`config.mk`:
```
export PLATFORM = sky130hd
export DESIGN_NAME = quad_enc_tx
export DESIGN_NICKNAME = d
export VERILOG_FILES = /design/src/rtl/quad_enc_pkg.sv /design/src/rtl/quad_enc_timer.sv /design/src/rtl/quad_enc_tx.sv
export SDC_FILE = /design/constraint.sdc
export NUM_CORES = 1
export LEC_CHECK = 0
export CAP_MARGIN = 40
export CORE_MARGIN = 10
export CORE_UTILIZATION = 55
export CTS_CLUSTER_DIAMETER = 30
export DETAILED_ROUTE_END_ITERATION = 6
export PLACE_DENSITY = 0.78
export SLEW_MARGIN = 20
export SYNTH_ARGS = -nofsm -noshare
export SYNTH_HDL_FRONTEND = slang
export SYNTH_HIERARCHICAL = 1
export SYNTH_SLANG_ARGS = --single-unit
export TNS_END_PERCENT = 100
```
`constraint.sdc`:
```
create_clock -name clk -period 9.35 [get_ports clk]
set_input_delay 1.87 -clock clk [delete_from_list [all_inputs] [get_ports clk]]
set_output_delay 1.87 -clock clk [all_outputs]
set_load 0.02 [all_outputs]
```
`src/rtl/quad_enc_pkg.sv`:
```
// Shared definitions for the quadrature encoder transmitter: FSM states,
// Gray lookup tables and minimum effective transition periods.
// Latency/backpressure: not applicable (declarations only).
package quad_enc_pkg;

    typedef enum logic [1:0] {
        IDLE = 2'd0,
        RUN  = 2'd1,
        HOLD = 2'd2
    } state_e;

    // (A,B) for phase index 0..3, walking forward: 00 -> 10 -> 11 -> 01.
    localparam logic [3:0][1:0] GRAY_FWD = {2'b01, 2'b11, 2'b10, 2'b00};
    // (A,B) for reverse step count 0..3, walking back: 00 -> 01 -> 11 -> 10.
    localparam logic [3:0][1:0] GRAY_REV = {2'b10, 2'b11, 2'b01, 2'b00};

    localparam int PERIOD_MIN     = 1;
    localparam int PERIOD_MIN_BNC = 3;

endpackage

```
`src/rtl/quad_enc_timer.sv`:
```
// Loadable period down-counter: one-cycle tick every load_val cycles.
// Latency: first tick load_val cycles after start; reloads on tick or start.
// Backpressure: none; counts only while en is high.
// Ports: clk, reset_n (sync, active-low), en, start, load_val, tick.
module quad_enc_timer #(
    parameter int PERIOD_W = 16
) (
    input  logic                clk,
    input  logic                reset_n,
    input  logic                en,
    input  logic                start,
    input  logic [PERIOD_W-1:0] load_val,
    output logic                tick
);

    logic [PERIOD_W-1:0] cnt_q;
    logic [PERIOD_W-1:0] cnt_d;

    // Counter holds load_val-1 after a load, so the tick lands on the
    // cycle whose closing edge is exactly load_val edges after the load.
    always_comb begin
        tick  = en && !start && (cnt_q == '0);
        cnt_d = cnt_q;
        if (start || tick) begin
            cnt_d = load_val - PERIOD_W'(1);
        end else if (en) begin
            cnt_d = cnt_q - PERIOD_W'(1);
        end
    end

    always_ff @(posedge clk) begin
        if (!reset_n) begin
            cnt_q <= '0;
        end else begin
            cnt_q <= cnt_d;
        end
    end

endmodule

```
`src/rtl/quad_enc_tx.sv`:
```
// Quadrature encoder transmitter: emits cmd_steps Gray transitions on enc_a/enc_b.
// Latency: first edge P cycles after handshake, then every P; done P after last.
// Backpressure: cmd_ready only in IDLE; cmd_valid ignored while busy (no queue).
// Ports: clk, reset_n (sync, active-low), cmd_valid/cmd_ready/cmd_dir/
// cmd_steps/cmd_period command channel, enc_a/enc_b (registered), busy, done.
// Build option: define QUAD_ENC_TX_BOUNCE_EN to emulate contact bounce
// (new/old/new on the changed line, minimum period 3).
module quad_enc_tx
    import quad_enc_pkg::*;
#(
    parameter int PERIOD_W = 16,
    parameter int COUNT_W  = 8
) (
    input  logic                clk,
    input  logic                reset_n,
    input  logic                cmd_valid,
    output logic                cmd_ready,
    input  logic                cmd_dir,
    input  logic [COUNT_W-1:0]  cmd_steps,
    input  logic [PERIOD_W-1:0] cmd_period,
    output logic                enc_a,
    output logic                enc_b,
    output logic                busy,
    output logic                done
);

`ifdef QUAD_ENC_TX_BOUNCE_EN
    localparam int P_MIN = PERIOD_MIN_BNC;
`else
    localparam int P_MIN = PERIOD_MIN;
`endif

    state_e              state_q, state_d;
    logic                dir_q, dir_d;
    logic [COUNT_W-1:0]  rem_q, rem_d;
    logic [PERIOD_W-1:0] period_q, period_d;
    logic [1:0]          phase_q, phase_d;
    logic [1:0]          enc_ab_q, enc_ab_d;
`ifdef QUAD_ENC_TX_BOUNCE_EN
    logic [1:0]          prev_ab_q, prev_ab_d;
    logic [1:0]          bnc_q, bnc_d;
`endif

    logic                hs;
    logic                tick;
    logic [PERIOD_W-1:0] p_eff;
    logic [PERIOD_W-1:0] timer_load;
    logic [1:0]          nxt_phase;
    logic [1:0]          rev_idx;
    logic [1:0]          nxt_ab;

    assign cmd_ready  = reset_n && (state_q == IDLE);
    assign hs         = cmd_valid && cmd_ready;
    assign busy       = (state_q != IDLE);
    assign done       = reset_n && (state_q == HOLD) && tick;
    assign enc_a      = enc_ab_q[1];
    assign enc_b      = enc_ab_q[0];
    assign p_eff      = (cmd_period < PERIOD_W'(P_MIN)) ? PERIOD_W'(P_MIN) : cmd_period;
    // period_q is not yet valid on the handshake cycle, so load straight from the port.
    assign timer_load = hs ? p_eff : period_q;

    // phase_q is always the forward-table index so direction changes between
    // commands continue from the same physical position; the reverse table is
    // indexed by the complementary step count.
    assign nxt_phase = dir_q ? (phase_q + 2'd1) : (phase_q - 2'd1);
    assign rev_idx   = 2'd0 - nxt_phase;
    assign nxt_ab    = dir_q ? GRAY_FWD[nxt_phase] : GRAY_REV[rev_idx];

    quad_enc_timer #(
        .PERIOD_W (PERIOD_W)
    ) u_timer (
        .clk      (clk),
        .reset_n  (reset_n),
        .en       (busy),
        .start    (hs),
        .load_val (timer_load),
        .tick     (tick)
    );

    always_comb begin
        state_d  = state_q;
        dir_d    = dir_q;
        rem_d    = rem_q;
        period_d = period_q;
        phase_d  = phase_q;
        enc_ab_d = enc_ab_q;
`ifdef QUAD_ENC_TX_BOUNCE_EN
        prev_ab_d = prev_ab_q;
        bnc_d     = bnc_q;
`endif
        case (state_q)
            IDLE: begin
                if (hs) begin
                    dir_d    = cmd_dir;
                    rem_d    = cmd_steps;
                    period_d = p_eff;
                    state_d  = (cmd_steps == '0) ? HOLD : RUN;
                end
            end
            RUN: begin
                if (tick) begin
                    phase_d  = nxt_phase;
                    enc_ab_d = nxt_ab;
                    rem_d    = rem_q - COUNT_W'(1);
`ifdef QUAD_ENC_TX_BOUNCE_EN
                    prev_ab_d = enc_ab_q;
                    bnc_d     = 2'd2;
`endif
                    if (rem_q == COUNT_W'(1)) begin
                        state_d = HOLD;
                    end
                end
            end
            HOLD: begin
                if (tick) begin
                    state_d = IDLE;
                end
            end
            default: state_d = IDLE;
        endcase
`ifdef QUAD_ENC_TX_BOUNCE_EN
        // Two cycles after a transition: show the old level once, then settle
        // back on the new one. The minimum period of 3 keeps this clear of
        // the next transition.
        if (bnc_q == 2'd2) begin
            enc_ab_d = prev_ab_q;
            bnc_d    = 2'd1;
        end else if (bnc_q == 2'd1) begin
            enc_ab_d = GRAY_FWD[phase_q];
            bnc_d    = 2'd0;
        end
`endif
    end

    always_ff @(posedge clk) begin
        if (!reset_n) begin
            state_q  <= IDLE;
            dir_q    <= 1'b0;
            rem_q    <= '0;
            period_q <= '0;
            phase_q  <= 2'd0;
            enc_ab_q <= 2'b00;
`ifdef QUAD_ENC_TX_BOUNCE_EN
            prev_ab_q <= 2'b00;
            bnc_q     <= 2'd0;
`endif
        end else begin
            state_q  <= state_d;
            dir_q    <= dir_d;
            rem_q    <= rem_d;
            period_q <= period_d;
            phase_q  <= phase_d;
            enc_ab_q <= enc_ab_d;
`ifdef QUAD_ENC_TX_BOUNCE_EN
            prev_ab_q <= prev_ab_d;
            bnc_q     <= bnc_d;
`endif
        end
    end

endmodule

```
---- Word-level counts from Yosys, hierarchy flattened ----
Cells that the tools add are included.
storage, ports and cells
  bits in registers ....................... 47
  output and inout port bits .............. 5
  word-level logic and storage cells ...... 60
cells by class
  $add $sub $neg .......................... 6
  magnitude comparators ................... 3
  equality and inequality tests ........... 7
  muxes and demuxes ....................... 19
  reduce and logical (&&, ||, !) cells .... 18
operators by type and width
  cell                                                  number
  two-way mux 16 bit                                    4
  subtractor 16 x 1 -> 16 bit (second input constant)   2
  two-way mux 2 bit                                     9
  logical NOT 16 bit                                    1
  < comparator 16 x 1 -> 1 bit (second input constant)  1
  two-way mux 8 bit                                     2
  case mux 8 bit (2 select lines)                       1
  binary-select mux 2 bit (select 2 bit)                2
  == test 8 x 1 -> 1 bit (second input constant)        1
  logical NOT 8 bit                                     1
  subtractor 8 x 1 -> 8 bit (second input constant)     1
  logical AND 1 bit                                     6
  < comparator 2 x 3 -> 1 bit (second input constant)   2
  != test 2 bit (second input constant)                 3
  case mux 2 bit (3 select lines)                       1
  nonzero test 2 bit                                    3
  AND reduction 2 bit                                   2
  AND reduction 4 bit                                   1
  AND reduction 3 bit                                   1
  adder 2 x 1 -> 2 bit (second input constant)          1
  == test 2 x 1 -> 1 bit (second input constant)        1
  == test 2 bit (second input constant)                 1
  logical NOT 2 bit                                     1
  != test 2 x 1 -> 1 bit (second input constant)        1
  4 further kinds                                       4

---- Logic depth before layout (Yosys ltp) ----
  depth after elaboration ................. 8
  mapped depth ............................ 17
  gate-level depth less buffers ........... 11

---- By module ----
Netlist, hierarchy kept.
modules (own cells, without submodules)
  module          times used  cells each  area each (µm²)  seq. area each (µm²)
  quad_enc_tx     1           178         1609.0           620.6
  quad_enc_timer  1           212         1607.8           320.3

---- Worst setup path after synthesis ----
No wires, ideal clock.
  path type ............................... input port to output port
  from .................................... input cmd_valid
  to ...................................... output done
  arrival ................................. 3020 ps
  data required time ...................... 7480 ps
  path slack .............................. 4460 ps
  cell stages on the path ................. 7
  buffers on the path ..................... 2
  cell sequence ........................... nand3_2 -> inv_2 -> buf_6 -> clkbuf_8 -> clkinv_1 -> and3_1 -> and4b_1
between the ends
  cells in the longest elaborated chain, start to end .. 5
RTL lines
  item                            RTL line              RTL
  from (decl)                     quad_enc_tx.sv:16     input logic cmd_valid,
  logical AND 1 bit               quad_enc_tx.sv:53     assign hs = cmd_valid && cmd_ready;
  net hs                          quad_enc_tx.sv:44     logic hs;
  logical NOT 1 bit               quad_enc_timer.sv:22  tick = en && !start && (cnt_q == '0);
  logical AND 1 bit (2 in a row)  quad_enc_timer.sv:22
  net tick                        quad_enc_tx.sv:45     logic tick;
  logical AND 1 bit               quad_enc_tx.sv:55     assign done = reset_n && (state_q == HOLD) && tick;
  to (decl)                       quad_enc_tx.sv:24     output logic done
The timed path passes the listed nets, and every way through them passes these cells.

---- Final worst setup path ----
  from .................................... input reset_n
  to ...................................... output done
between the ends
  cells in the longest elaborated chain, start to end .. 6
RTL lines
  item                            RTL line              RTL
  from (decl)                     quad_enc_tx.sv:15     input logic reset_n,
  logical AND 1 bit               quad_enc_tx.sv:52     assign cmd_ready = reset_n && (state_q == IDLE);
  logical AND 1 bit               quad_enc_tx.sv:53
  logical NOT 1 bit               quad_enc_timer.sv:22
  logical AND 1 bit (2 in a row)  quad_enc_timer.sv:22
  net tick                        quad_enc_tx.sv:45
  logical AND 1 bit               quad_enc_tx.sv:55
The timed path passes the listed nets, and every way through them passes these cells.

==> results.sh <==
export IMPL_place_area_sq_um=3460
export IMPL_hold_class="reg2reg"
export IMPL_combPwrFrac=0.470
export IMPL_skew_ns=0.00604
export IMPL_syn_nets=421
export IMPL_ant_nets=0
export IMPL_post_drt_via_cell_ratio=6.52
export IMPL_wl_per_cell_microns=17.5
export IMPL_finalSetupTns_ns=0
export IMPL_cts_root_buf="clkbuf_8"
export IMPL_crit_required_ns=7.48
export IMPL_nFillCells=492
export IMPL_dp_hpwl_microns=5990
export IMPL_grt_pass1_vias=2808
export IMPL_io_pins=33
export IMPL_worstMarginPinSlew_ns=0.658
export IMPL_drt_total_wl_microns=8370
export IMPL_final_cell_mix="dfxtp_1, nand2_1, clkdlybuf4s50_1"
export IMPL_peakVddDrop_uv=103
export IMPL_placement_rows=27
export IMPL_powerDensity_nw_per_um2=210
export IMPL_period_minus_slack_ns=7.22
export IMPL_numCtsBuffers=5
export IMPL_drc=0
export IMPL_setup_viol=0
export IMPL_finalMaxSlewViolations=0
export IMPL_final_area_sq_um=3550
export IMPL_clk_latency_ns=0.31
export IMPL_htree_levels=2
export IMPL_yosys_area_top_type="dfxtp_1"
export IMPL_synthTopCellsByArea="dfxtp_1, a22o_1, nand2_1, a21oi_1, nor2_1"
export IMPL_gr_total_overflow=0
export IMPL_finalHoldViolCount=0
export IMPL_cts_resized=0
export IMPL_synth_top_area_frac=0.292
export IMPL_status="finished clean"
export IMPL_relSlewSlack=0.561
export IMPL_die_w_microns=96.5
export IMPL_rsz0062_at_grt="no"
export IMPL_core_area_sq_um=5570
export IMPL_start_util=0.577
export IMPL_area_delta_synth_final_pct=10.4
export IMPL_port_buffers=32
export IMPL_power_net_switching_mw=0.316
export IMPL_cts_sinks=47
export IMPL_ys_warnings_count=6
export IMPL_drt_iter0_drc=494
export IMPL_avgSynthCellArea_sq_um=8.25
export IMPL_drtPass1Iterations=5
export IMPL_syn_cell_area_sq_um=3220
export IMPL_clkPwrFrac=0.166
export IMPL_ys_types=75
export IMPL_grt_usage=0.181
export IMPL_grt_first_pass_wirelength_microns=13700
export IMPL_cts_hold_buf=0
export IMPL_ys_ff_latch=47
export IMPL_fmax_mhz=139
export IMPL_ys_flop_type="dfxtp_1"
export IMPL_grt_max_degree=56
export IMPL_nets=437
export IMPL_seq_area_frac_synth=0.292
export IMPL_fin_crit_sh=0.772
export IMPL_vias=3123
export IMPL_cts_clk_slew_worst_paths_ns=0.09
export IMPL_crit_arrival_ns=5.35
export IMPL_criticalPathCategory="in2out"
export IMPL_endpoint_kind="output pin"
export IMPL_p_sw_frac=0.424
export IMPL_gp_congestion=0.945
export IMPL_synthArstFlopShare=0
export IMPL_crit_path_start_kind="primary input"
export IMPL_antenna_found_initial=0
export IMPL_fp_dieH_microns=96.5
export IMPL_postCtsSetupBuffers=0
export IMPL_synth_edff_count=0
export IMPL_n_antenna_cell=0
export IMPL_synth_cells=390
export IMPL_p_leak_nw=1.36
export IMPL_cts_tree="built"
export IMPL_final_common_cell="dfxtp_1"
export IMPL_clockBufferDepth=2
export IMPL_drv_cap=0
export IMPL_fp_dieArea_sq_um=9310
export IMPL_crit_fanout=55
export IMPL_drive_gt1_frac=0.0958
export IMPL_p_seq_frac=0.363
export IMPL_p_int_mw=0.429
## metal layers
metal,global-route usage,share of wire,up-vias
met1,0.263,0.47,1417
met4,0.0545,0.019,0
met2,0.260,0.43,180
met3,0.0370,0.086,25
li1,-,-,1501
met5,0,0,-
## sequential cells by signal, indices dropped and copies added, names as in the netlist
name	cells
period_q	16
u_timer/cnt_q	16
rem_q	8
enc_ab_q	2
phase_q	2
state_q	2
dir_q	1
## area by class of cell
cell class | count | area (sq um) | share of cell area
multi-input combinational | 305 | 2050 | 0.576
inverter | 13 | 48.8 | 0.0137
clock inverter | 3 | 20.0 | 0.00564
sequential | 47 | 941 | 0.265
tap | 72 | 90.1 | 0.0254
clock buffer | 5 | 68.8 | 0.0194
timing repair buffer | 34 | 335 | 0.0944
## critical path, cell delays in order
cell             delay, ns
clkdlybuf4s50_1       0.47
buf_4                 0.44
nand3_2               0.38
inv_2                 0.61
clkinv_1              0.45
and3_1                0.33
and4b_1               0.23
clkdlybuf4s50_1       0.54
## kinds of logic (layout without fill, tap and decap cells)
logic type,count (synthesis),in the layout,share of synthesized area
compound gates,119,119,0.267
xor+xnor,6,6,0.0163
fa+ha+maj,3,3,0.0117
buf+inv,38,55,0.0712
flops,47,47,0.292
mux,19,19,0.0692
simple gates,158,158,0.272
## cell usage after synthesis, drive strengths merged, types with 6 or more instances
cell    instances
dfxtp          47
nand2          34
nor2           30
a21oi          24
o21ai          19
nand3          18
a22o           16
and2           15
buf            15
nor3           14
nor4           14
inv            12
mux2           11
clkbuf          9
mux2i           8
a31oi           7
and3            7
a21boi          6
## metrics by stage
step / setup WS [ns] / utilization / hold slack, ns / total power, mW / std cells
6_report: 2.13 / 0.637 / 0.488 / 0.745 / 479
5_1_grt: 1.88 / 0.637 / 0.513 / 0.789 / 479
4_1_cts: 2.19 / 0.637 / 0.489 / 0.737 / 479
3_5_place_dp: 2.18 / 0.621 / 0.458 / 0.611 / 471
3_3_place_gp: 2.27 / 0.620 / 0.456 / 0.604 / 470
2_1_floorplan: 4.46 / - / 0.443 / 0.548 / 390
## worst paths after layout
check / start / to / slack, ns / cells past startpoint
max: reset_n / done / 2.13 / 8
min: period_q[3] / period_q[3] / 0.49 / 1
max reg2reg: state_q[1] / u_timer/cnt_q[10] / 5.36 / 11
min reg2reg: period_q[3] / period_q[3] / 0.49 / 1
## power by group through the flow
| stage | clock [mW] | combinational [mW] | sequential [mW] |
|---|---|---|---|
| 2_1_floorplan | 0 | 0.286 | 0.263 |
| 3_3_place_gp | 0 | 0.332 | 0.272 |
| 3_5_place_dp | 0 | 0.339 | 0.272 |
| 4_1_cts | 0.127 | 0.343 | 0.268 |
| 5_1_grt | 0.132 | 0.384 | 0.273 |
| 6_report | 0.124 | 0.351 | 0.271 |
Note: power is estimated with default switching activity, not from simulation.
